**config.mk**
```make
export PLATFORM = sky130hd
export DESIGN_NAME = stopwatch_lap
export DESIGN_NICKNAME = d
export VERILOG_FILES = /design/src/rtl/stopwatch_pkg.sv /design/src/rtl/stopwatch_bcd_digit.sv /design/src/rtl/stopwatch_lap.sv
export SDC_FILE = /design/constraint.sdc
export NUM_CORES = 1
export LEC_CHECK = 0
export ABC_AREA = 1
export CORE_UTILIZATION = 45
export CTS_BUF_LIST = sky130_fd_sc_hd__clkbuf_16
export DETAILED_ROUTE_END_ITERATION = 8
export PLACE_DENSITY = 0.71
export SLEW_MARGIN = 30
export SYNTH_ARGS = -nofsm -noshare
export SYNTH_HDL_FRONTEND = slang
export SYNTH_HIERARCHICAL = 1
export SYNTH_SLANG_ARGS = --single-unit
```
**constraint.sdc**
```tcl
create_clock -name clk_100MHz -period 2.9 [get_ports clk_100MHz]
set_input_delay 0.87 -clock clk_100MHz [delete_from_list [all_inputs] [get_ports clk_100MHz]]
set_output_delay 0.87 -clock clk_100MHz [all_outputs]
set_load 0.1 [all_outputs]
```
**src/rtl/stopwatch_pkg.sv**
```systemverilog
`default_nettype none
// ============================================================================
// Module   : stopwatch_pkg
// Purpose  : Shared BCD type, digit limit and tick-divider helper.
// Revision : 1.0
// ============================================================================
package stopwatch_pkg;

    typedef logic [3:0] bcd_t;

    localparam bcd_t BCD_MAX = 4'd9;

    function automatic int unsigned tick_div(input int unsigned clk_hz,
                                             input int unsigned tick_hz);
        return (tick_hz == 0) ? 0 : clk_hz / tick_hz;
    endfunction

endpackage
`default_nettype wire

```
**src/rtl/stopwatch_bcd_digit.sv**
```systemverilog
`default_nettype none
// ============================================================================
// Module   : stopwatch_bcd_digit
// Purpose  : One decade cell of the BCD ripple counter (0..9, carry on 9).
// Revision : 1.0
// ============================================================================
module stopwatch_bcd_digit
    import stopwatch_pkg::*;
(
    input  logic       clk_100MHz,
    input  logic       reset_n,
    input  logic       clr,
    input  logic       inc_in,
    output logic [3:0] q,
    output logic       carry_out
);

    bcd_t r_q;

    always_ff @(posedge clk_100MHz) begin
        if (!reset_n) begin
            r_q <= '0;
        end else if (clr) begin
            r_q <= '0;
        end else if (inc_in) begin
            r_q <= (r_q >= BCD_MAX) ? 4'd0 : r_q + 4'd1;
        end
    end

    assign q         = r_q;
    assign carry_out = inc_in & (r_q == BCD_MAX);

endmodule
`default_nettype wire

```
**src/rtl/stopwatch_lap.sv**
```systemverilog
`default_nettype none
// ============================================================================
// Module   : stopwatch_lap
// Purpose  : N-digit BCD stopwatch with prescaler, lap freeze, clear and
//            wrap-or-saturate rollover.
// Revision : 1.0
// ============================================================================
module stopwatch_lap
    import stopwatch_pkg::*;
#(
    parameter int unsigned CLK_HZ      = 100_000_000,
    parameter int unsigned TICK_HZ     = 100,
    parameter int unsigned NUM_DIGITS  = 4,
    parameter bit          STOP_AT_MAX = 1'b0
) (
    input  logic                    clk_100MHz,
    input  logic                    reset_n,
    input  logic                    start,
    input  logic                    stop,
    input  logic                    lap,
    input  logic                    clear,
    output logic [NUM_DIGITS*4-1:0] digits,
    output logic                    running,
    output logic                    lap_active,
    output logic                    wrap
);

    localparam int unsigned TICK_DIV = tick_div(CLK_HZ, TICK_HZ);
    localparam int unsigned PRE_W    = (TICK_DIV > 2) ? $clog2(TICK_DIV) : 1;
    localparam logic [PRE_W-1:0] C_PRE_LAST = PRE_W'(TICK_DIV - 1);

    generate
        if (TICK_HZ == 0 || (CLK_HZ % TICK_HZ) != 0 || TICK_DIV < 2) begin : g_bad_tick_cfg
            $error("stopwatch_lap: CLK_HZ must be a multiple of TICK_HZ with CLK_HZ/TICK_HZ >= 2");
        end
        if (NUM_DIGITS < 2 || NUM_DIGITS > 8) begin : g_bad_digit_cfg
            $error("stopwatch_lap: NUM_DIGITS must be within 2..8");
        end
    endgenerate

    logic                    r_running;
    logic                    r_lap_active;
    logic                    r_lap_q;
    logic                    r_wrap;
    logic [PRE_W-1:0]        r_presc;
    logic [NUM_DIGITS*4-1:0] r_snap;

    logic [NUM_DIGITS*4-1:0] w_count;
    logic [NUM_DIGITS:0]     w_carry;
    logic [NUM_DIGITS-1:0]   w_is9;
    logic                    w_clr;
    logic                    w_adv;
    logic                    w_tick;
    logic                    w_all9;
    logic                    w_sat_hit;
    logic                    w_lap_rise;

    // Clear only acts on the stopped state registered before this edge.
    assign w_clr      = clear & ~r_running;
    assign w_adv      = r_running & ~stop;
    assign w_tick     = w_adv & (r_presc == C_PRE_LAST);
    assign w_all9     = &w_is9;
    assign w_sat_hit  = STOP_AT_MAX && w_tick && w_all9;
    assign w_lap_rise = lap & ~r_lap_q;
    assign w_carry[0] = w_tick & ~w_sat_hit;

    generate
        for (genvar i = 0; i < NUM_DIGITS; i++) begin : g_digit
            stopwatch_bcd_digit u_digit (
                .clk_100MHz (clk_100MHz),
                .reset_n    (reset_n),
                .clr        (w_clr),
                .inc_in     (w_carry[i]),
                .q          (w_count[i*4 +: 4]),
                .carry_out  (w_carry[i+1])
            );
            assign w_is9[i] = (w_count[i*4 +: 4] == BCD_MAX);
        end
    endgenerate

    always_ff @(posedge clk_100MHz) begin
        if (!reset_n) begin
            r_running <= 1'b0;
        end else if (w_sat_hit || stop) begin
            r_running <= 1'b0;
        end else if (start) begin
            r_running <= 1'b1;
        end
    end

    // Prescaler holds while stopped so a resumed partial tick is kept.
    always_ff @(posedge clk_100MHz) begin
        if (!reset_n) begin
            r_presc <= '0;
        end else if (w_clr || w_sat_hit) begin
            r_presc <= '0;
        end else if (w_adv) begin
            r_presc <= (r_presc == C_PRE_LAST) ? '0 : r_presc + PRE_W'(1);
        end
    end

    always_ff @(posedge clk_100MHz) begin
        if (!reset_n) begin
            r_wrap <= 1'b0;
        end else begin
            r_wrap <= w_carry[NUM_DIGITS];
        end
    end

    always_ff @(posedge clk_100MHz) begin
        if (!reset_n) begin
            r_lap_q      <= 1'b0;
            r_lap_active <= 1'b0;
            r_snap       <= '0;
        end else begin
            r_lap_q <= lap;
            if (w_clr) begin
                r_lap_active <= 1'b0;
            end else if (w_lap_rise) begin
                if (!r_lap_active) begin
                    r_snap       <= w_count;
                    r_lap_active <= 1'b1;
                end else begin
                    r_lap_active <= 1'b0;
                end
            end
        end
    end

    assign digits     = r_lap_active ? r_snap : w_count;
    assign running    = r_running;
    assign lap_active = r_lap_active;
    assign wrap       = r_wrap;

endmodule
`default_nettype wire

```
==> out/qor.yml <==
routing:
  routed_via_density: 4.755
  routed_wirelength_um: 6821
  wl_per_cell_um: 11.44
  drc_errors: 0
  drt_iter0_markers: 83
  wl_met3_um: 179
  vias: 2834
  drtPass1Iterations: 4
  wl_met1_um: 3028
  ant_nets: 0
  dr_wl_met2_um: 3454
  routed.top_layer: "met4"
die:
  die_w_um: 87.50
  die_area_um2: 7655
  die_y_um: 87.50
  coreArea_um2: 6944
  placementRows: 30
  initial_core_util: 0.4737
  io_pins: 25
power:
  ir_drop_mv: 0.2852
  power_density_nw_per_um2: 401.0
  leakagePower_nw: 1.592
setup_path:
  r2r_start: "r_presc[1]$_SDFFE_PP0P_"
  ff2ff_setup_slack_ns: 0.46
  crit_start: "lap_active$_SDFFE_PP0P_"
  crit_arrival_ns: 1.63
  reg2reg_depth: 17
  crit_end: "digits[1]"
  r2r-end: "g_digit[3].u_digit/q[3]$_SDFFE_PP0P_"
  end_kind: "primary output"
  worst-setup-path-type: "reg -> out"
  startpoint_type: "flop"
  crit_required_ns: 2.03
  crit_fanout: 30
job:
  max-cap-violations: 0
synthesis:
  avgSynthCellArea_um2: 7.014
  ys.flop_type: "dfxtp_1"
  ys_top_cells_by_count: "nand2_1 (90), inv_1 (75), dfxtp_1 (56)"
  synth_top_area_share: 0.3408
  synthesis.area_um2: 3289
  synth_top_area_cell: "dfxtp_1"
  synth-seq-area-share: 0.3408
  async_flop_share: 0
  syn_inst: 469
  ys_types: 28
  ys_top_cells_by_area: "dfxtp_1 (34%), nand2_1 (10%), inv_1 (8.6%)"
  syn-num-nets: 488
  yosys.cell_count.top_type: "nand2_1"
  synth_seq_cells: 56
  synth_edf_count: 0
  yosys_warnings: 6
cells_and_area:
  num_antenna_cells: 0
  drive_gt1_frac: 0.2660
  final-instance-count-excl-fill: 596
  fin_area_um2: 4073
  fin_nets: 518
  syn_to_final_growth_pct: 23.81
clocking:
  insertion_delay_ns: 0.29
  clock_sinks: 56
  cts_buffer_depth: 2
  ctsHtreeMaxLevel: 2
  cts-root-buf: "clkbuf_16"
  path_clk_slew_ns: 0.07
  cts_tree: "done"
  cts_buffers: 5
global_route:
  first_global_vias: 2648
  antenna_found_initial: 0
  grt_max_degree: 33
  overflow: 0
  grt_util_all_layers: 0.1925
  grt_pass1_wl_um: 11570
status:
  status: "completed"
timing:
  finalHoldViolations: 0
  drv_slew: 0
  fin_crit_sh: 0.8637
  clock-skew-final_ns: 0.008067
  setup_tns_ns: 0
  post-route-min-period_ns: 2.505
  rsz0062_at_grt: "false"
  whs_ns: 0.4719
  finalSetupViolCount: 0
  worst_slew_pin_slew_ns: 0.6141
  relSlewSlack: 0.5900
  fmaxAchievable_ghz: 0.3993
place:
  dp_cells: 588
  place_area_um2: 3906
  place.gp.congestion: 0.8928
  numPortBuffers: 24
  place_hpwl_um: 5144
hold_path:
  hold_class: "reg -> reg"
placed cells by master, fill, tap and decap left out, drive strengths merged, types with 4 or more instances in the layout:
| master | netlist | final |
|---|---|---|
| inv | 83 | 84 |
| xor2 | 7 | 7 |
| nand3 | 19 | 19 |
| clkdlybuf4s50 | 0 | 4 |
| buf | 9 | 31 |
| nand4 | 6 | 6 |
| xnor2 | 5 | 5 |
| clkbuf | 4 | 5 |
| nor3 | 10 | 10 |
| ha | 13 | 13 |
| o21ai | 45 | 45 |
| dfxtp | 56 | 56 |
| nor2 | 72 | 72 |
| nand2 | 117 | 117 |
| a21oi | 21 | 21 |
power by group:
group | leakage [nW] | internal, mW | total (mW) | switching [mW]
combinational | 1.05 | 0.0500 | 0.164 | 0.114
clock | 0.0850 | 0.403 | 0.676 | 0.273
sequential | 0.455 | 0.786 | 0.793 | 0.00621
worst min-delay path by stage:
| stage | slack [ns] | cells past startpoint | start | end |
|---|---|---|---|---|
| after floorplan | 0.45 | 2 | r_snap[10]$_SDFFE_PN0P_ | r_snap[10]$_SDFFE_PN0P_ |
| after global placement | 0.46 | 2 | r_snap[6]$_SDFFE_PN0P_ | r_snap[6]$_SDFFE_PN0P_ |
| after detailed placement | 0.47 | 2 | r_snap[9]$_SDFFE_PN0P_ | r_snap[9]$_SDFFE_PN0P_ |
| after CTS | 0.48 | 2 | r_snap[12]$_SDFFE_PN0P_ | r_snap[12]$_SDFFE_PN0P_ |
| after global routing | 0.50 | 2 | r_snap[11]$_SDFFE_PN0P_ | r_snap[11]$_SDFFE_PN0P_ |
| final | 0.47 | 2 | r_snap[12]$_SDFFE_PN0P_ | r_snap[12]$_SDFFE_PN0P_ |
routing by layer:
metal,vias to the layer above,global-route usage
li1,1509,-
met1,1263,0.2283
met2,49,0.3395
met3,13,0.04550
met4,0,0.06408
met5,-,0
flip-flops by register name, indices dropped and copies added, names as in the netlist:
register           count
r_presc               20
g_digit.u_digit/q     16
r_snap                16
lap_active             1
r_lap_q                1
running                1
wrap                   1
critical path, cell delays in order (launching register included):
cell	delay [ns]
dfxtp_2	0.35
inv_2	0.46
buf_4	0.26
o21ai_2	0.09
buf_12	0.17
cells by family after synthesis:
logic type | share of synthesized area
fa+ha+maj | 0.04945
simple gates | 0.3450
flops | 0.3408
compound gates | 0.1095
buf+inv | 0.1232
xor+xnor | 0.03195
per-stage QoR:
step / utilization / setup WS (ns) / power, mW
2_1_floorplan: - / 0.00009681 / 0.9260
3_3_place_gp: 0.5625 / -0.02116 / 0.9720
3_5_place_dp: 0.5625 / -0.1156 / 0.9772
4_1_cts: 0.5861 / 0.2051 / 1.653
5_1_grt: 0.5865 / 0.1840 / 1.700
6_report: 0.5865 / 0.3954 / 1.633
area by class of cell:
type,count,area [µm²]
multi-input cells,317,1868
well taps,96,120.1
fillers,643,2872
clock inverters,3,38.79
repair buffers,36,485.5
flip-flops and latches,56,1124
clock buffers,5,125.1
inverters,83,311.5
what timing repair did:
action | 4_1_cts | 5_1_grt
buffers inserted | 0 | 0
hold buffers | 0 | 0
gates resized for setup | 0 | 2
endpoints found under the hold margin | 0 | 0
endpoints found under the setup margin | 0 | 1
Note: power is estimated with default switching activity, not from simulation.
